===== src/rtl/dump_reader.sv =====
`default_nettype none
// ============================================================================
// Module   : dump_reader
// Summary  : Streams the circular capture RAM, oldest sample first, to UART TX.
//            Optional sync-byte header when DUMP_HEADER_EN is defined.
// Revision : 1.0 - initial release
// ============================================================================
module dump_reader #(
    parameter int ADDR_W = 9,
    parameter int DATA_W = 8
) (
    input  logic              clk,
    input  logic              rst_n,
    input  logic              start_dump,
    input  logic              capture_done,
    input  logic [ADDR_W-1:0] last_addr,
    output logic [ADDR_W-1:0] ram_addr,
    output logic              ram_en,
    input  logic [DATA_W-1:0] ram_rdata,
    output logic [DATA_W-1:0] tx_data,
    output logic              tx_start,
    input  logic              tx_done,
    output logic              busy,
    output logic              dump_finished,
    output logic              clr_capture_done
);

    localparam int                DEPTH    = 2 ** ADDR_W;
    localparam logic [ADDR_W:0]   LAST_CNT = (ADDR_W + 1)'(DEPTH - 1);
    localparam logic [DATA_W-1:0] SYNC     = DATA_W'(8'hA5);

    typedef enum logic [2:0] {
        ST_IDLE    = 3'd0,
        ST_RD      = 3'd1,
        ST_RDWAIT  = 3'd2,
        ST_SEND    = 3'd3,
        ST_TXWAIT  = 3'd4,
        ST_DONE    = 3'd5,
        ST_HDR     = 3'd6,
        ST_HDRWAIT = 3'd7
    } state_t;

    state_t              r_state;
    logic [ADDR_W-1:0]   r_rd_ptr;
    logic [ADDR_W:0]     r_cnt;
    logic [ADDR_W-1:0]   r_ram_addr;
    logic                r_ram_en;
    logic [DATA_W-1:0]   r_tx_data;
    logic                r_tx_start;
    logic                r_busy;
    logic                r_fin;
    logic                r_clr;

    always_ff @(posedge clk or negedge rst_n) begin
        if (!rst_n) begin
            r_state    <= ST_IDLE;
            r_rd_ptr   <= '0;
            r_cnt      <= '0;
            r_ram_addr <= '0;
            r_ram_en   <= 1'b0;
            r_tx_data  <= '0;
            r_tx_start <= 1'b0;
            r_busy     <= 1'b0;
            r_fin      <= 1'b0;
            r_clr      <= 1'b0;
        end else begin
            // Strobes default low so each one lasts exactly one cycle.
            r_ram_en   <= 1'b0;
            r_tx_start <= 1'b0;
            r_fin      <= 1'b0;
            r_clr      <= 1'b0;
            case (r_state)
                ST_IDLE: begin
                    if (start_dump && capture_done) begin
                        r_rd_ptr <= last_addr + 1'b1;
                        r_cnt    <= '0;
                        r_busy   <= 1'b1;
`ifdef DUMP_HEADER_EN
                        r_tx_data  <= SYNC;
                        r_tx_start <= 1'b1;
                        r_state    <= ST_HDR;
`else
                        r_ram_en   <= 1'b1;
                        r_ram_addr <= last_addr + 1'b1;
                        r_state    <= ST_RD;
`endif
                    end
                end
                ST_RD: begin
                    r_state <= ST_RDWAIT;
                end
                ST_RDWAIT: begin
                    r_tx_data  <= ram_rdata;
                    r_tx_start <= 1'b1;
                    r_state    <= ST_SEND;
                end
                ST_SEND: begin
                    r_state <= ST_TXWAIT;
                end
                ST_TXWAIT: begin
                    if (tx_done) begin
                        r_rd_ptr <= r_rd_ptr + 1'b1;
                        r_cnt    <= r_cnt + 1'b1;
                        if (r_cnt == LAST_CNT) begin
                            r_busy  <= 1'b0;
                            r_fin   <= 1'b1;
                            r_clr   <= 1'b1;
                            r_state <= ST_DONE;
                        end else begin
                            r_ram_en   <= 1'b1;
                            r_ram_addr <= r_rd_ptr + 1'b1;
                            r_state    <= ST_RD;
                        end
                    end
                end
                ST_DONE: begin
                    r_state <= ST_IDLE;
                end
`ifdef DUMP_HEADER_EN
                ST_HDR: begin
                    r_state <= ST_HDRWAIT;
                end
                ST_HDRWAIT: begin
                    // Header leaves rd_ptr and the counter untouched.
                    if (tx_done) begin
                        r_ram_en   <= 1'b1;
                        r_ram_addr <= r_rd_ptr;
                        r_state    <= ST_RD;
                    end
                end
`endif
                default: begin
                    r_state <= ST_IDLE;
                end
            endcase
        end
    end

    assign ram_addr         = r_ram_addr;
    assign ram_en           = r_ram_en;
    assign tx_data          = r_tx_data;
    assign tx_start         = r_tx_start;
    assign busy             = r_busy;
    assign dump_finished    = r_fin;
    assign clr_capture_done = r_clr;

endmodule
`default_nettype wire


===== config.mk =====
export PLATFORM = sky130hd
export DESIGN_NAME = dump_reader
export DESIGN_NICKNAME = d
export VERILOG_FILES = /design/src/rtl/dump_reader.sv
export SDC_FILE = /design/constraint.sdc
export NUM_CORES = 1
export LEC_CHECK = 0
export BUFFER_PORTS_ARGS = -buffer_cell sky130_fd_sc_hd__buf_4
export CAP_MARGIN = 20
export CORE_MARGIN = 2
export CORE_UTILIZATION = 40
export CTS_BUF_LIST = sky130_fd_sc_hd__clkbuf_4 sky130_fd_sc_hd__clkbuf_8
export DETAILED_ROUTE_END_ITERATION = 10
export GPL_TIMING_DRIVEN = 0
export PLACE_DENSITY_LB_ADDON = 0.1
export SYNTH_ARGS = -nofsm -noshare
export SYNTH_HDL_FRONTEND = slang
export SYNTH_SLANG_ARGS = --single-unit

===== constraint.sdc =====
create_clock -name clk -period 3.2 [get_ports clk]
set_input_delay 0.16 -clock clk [delete_from_list [all_inputs] [get_ports clk]]
set_output_delay 0.16 -clock clk [all_outputs]
set_load 0.1 [all_outputs]

==> results_dict.tcl <==
set metrics [dict create \
    status "complete, no violations" \
    r2r_setup_slack_ns 0.38 \
    hpwl_mm 3.29 \
    drc_errors 0 \
    cts_root_buf "clkbuf_8" \
    grt.overflow.total 0 \
    min-delay-start "ram_rdata[0]" \
    layout_min_cycle_time_ns 2.82 \
    cp.required_ns 3.39 \
    reg2reg_to "r_rd_ptr[8]" \
    grt_pass1_wl_mm 8.02 \
    holdPathStages 2 \
    die_height_microns 78.2 \
    synthArstFlopShare_pct 100 \
    met3_length_microns 200 \
    vias_per_cell 5.04 \
    grtUsageTotal_pct 16.4 \
    slew_viol_final 0 \
    synthCells 216 \
    wl_met2_mm 2.10 \
    clkTransAtPathRegs_ns 0.08 \
    wl_met1_mm 2.22 \
    hold_class "input port to flop" \
    yosysTopAreaCell "dfrtp_1" \
    clock-sinks 43 \
    yosys_warnings 0 \
    wire_per_inst_microns 13.6 \
    areaGrowthSynthToFinish_pct 23.9 \
    drtIter0Drc 77 \
    synth_edf_count 0 \
    slew_headroom_pct 63.2 \
    start_util_pct 42.3 \
    clock_latency_ns 0.29 \
    n_antenna_cell 0 \
    crit_type "flop to flop" \
    max_freq_ghz 0.354 \
    crit_buf_inv 2 \
    place_congestion 0.793 \
    synthTopCellsByCount "dfrtp_1 (43), nand2_1 (24), nor2_1 (21)" \
    yosysUniqueCellTypes 40 \
    worstPathArrival_ns 3.01 \
    dieWidth_microns 78.2 \
    grt_max_degree 44 \
    first_pass_iters 4 \
    ff_latch_area_sq_um 1080 \
    num_vias 1693 \
    fin_skew_ns 0.00771 \
    grt_pass1_vias 1702 \
    cts_buffers 5 \
    io_buffers 43 \
    cp_max_fo 10 \
    cts_setup_buffers 0 \
    fillCellCount 496 \
    syn-cell-area_sq_um 2200 \
    drtAntennaViolNets 0 \
    antenna_found_initial 0 \
    top_layer_used "met4" \
    grt_setup_unrepaired "false" \
    netlist_top_cells_area "dfrtp_1 (49%), mux2_2 (7.2%), xnor2_1 (4.8%)" \
    worst_path_largest_cell_delay_ns 0.38 \
    critPathTopFamily "simple AND/OR/NAND/NOR gates" \
    finalSetupTns_ns 0 \
    clk_path_buf_depth 2 \
    ys_seq_area_share_pct 48.9 \
    ys_ff_latch 43 \
    setup_violations 0 \
    synth.most_common_cell "dfrtp_1" \
    ff2ff_path_depth 10 \
    htreeDepth 2 \
    holdPathEnd "tx_data[0]" \
    cp_common_cell "nand2_1" \
    layout-drive-gt1-share_pct 28.2 \
    maxCapViolations 0 \
    die_area_sq_um 6110 \
    mappedNetlistNets 240 \
    io_pins 44 \
    fin_nets 290 \
    routed_wl_mm 4.56 \
    reg2reg_from "r_state[0]" \
    synth_top_area_share_pct 48.9 \
    crit_chain "buf_2, nor3b_4, clkbuf_2, nand2_1, nand2_1, ha_2, nand3_1, o32ai_4, o21bai_1, a221oi_1" \
    cpMaxStageDelayCell "nor3b_4" \
    synth-main-ff-cell "dfrtp_1" \
    core_area_sq_um 5200 \
    cp-end-kind "flop" \
    tightest_slew_ns 0.552 \
    tritoncts "yes" \
    timing.final.crit_share_pct 88.2 \
    syn-mean-instance-area_sq_um 10.2 \
    multi_input_area_sq_um 1040 \
    start_kind "flop" \
    rows 26 \
    finalHoldViolCount 0 \
]
state kept, by name (all words and copies together), names as in the netlist:
name              count
r_cnt                10
clr_capture_done      1
busy                  1
ram_addr              9
tx_data               8
r_state               3
r_rd_ptr              9
ram_en                1
tx_start              1
stage by stage:
step	setup WS, ns	std cells	util [%]	hold WS [ns]	cell area, sq um
2_1_floorplan	0.485	216	-	-0.136	2200
3_3_place_gp	-0.0192	329	50.1	0.195	2610
3_5_place_dp	-0.0215	329	50.1	0.190	2610
4_1_cts	0.0929	337	52.4	0.0884	2730
5_1_grt	0.0552	336	52.4	0.0885	2730
6_report	0.377	336	52.4	0.0972	2730
per-layer routing:
| layer | up-vias | global-route usage, % |
|---|---|---|
| li1 | 844 | - |
| met1 | 808 | 23.0 |
| met2 | 37 | 25.8 |
| met3 | 4 | 3.45 |
| met4 | 0 | 4.91 |
| met5 | - | 0 |
layout by cell type, fill, tap and decap left out, types with 2 or more instances in the layout:
cell type and count:
mux2_2 14, a21oi_1 9, dfrtp_1 43, o21ai_0 8, nor3_1 6, a211o_1 2
and4_1 2, xor2_1 7, o211ai_1 2, clkbuf_1 6, inv_1 9, xnor2_1 12
nor2_1 21, clkbuf_8 5, nand3_1 10, o22a_1 2, and3_1 3, buf_4 45
or3_1 2, nand2_1 24, buf_2 2, mux2i_1 7, nand4_1 2
kinds of logic after synthesis:
kind of cell               synth area share (%)
AOI/OAI and AO/OA                          11.4
xor gates and xnor gates                   7.57
adders and majority gates                  1.14
buffers and inverters                      4.04
DFF                                        48.9
muxes                                      10.4
and+or+nand+nor                            16.6
area by class of cell:
class                           instances  area share (%)
Clock inverter                          1            1.10
Multi-Input combinational cell        152            38.0
Tap cell                               70            3.21
Clock buffer                            6            2.80
Inverter                                9            1.24
Sequential cell                        43            39.5
Timing Repair Buffer                   44            12.2
Buffer                                 11            1.93
worst max-delay path by stage:
stage | from | to | slack (ns) | cells after the start
final | r_state[0] | r_rd_ptr[8] | 0.38 | 10
after global routing | r_state[0] | r_rd_ptr[8] | 0.06 | 10
after CTS | r_state[0] | r_rd_ptr[8] | 0.09 | 11
after detailed placement | r_state[0] | r_rd_ptr[8] | -0.02 | 11
after global placement | r_state[0] | r_rd_ptr[8] | -0.02 | 11
after floorplan | r_state[0] | ram_addr[8] | 0.48 | 11
timing repair:
action	CTS	global route
endpoints found under the hold margin	43	0
pin swaps	0	0
endpoints found under the setup margin	2	4
hold buffers	1	0
resized for setup	1	1
Power is not shown: default switching activity piles up to over one toggle a cycle in this logic, so the estimate is an artifact.
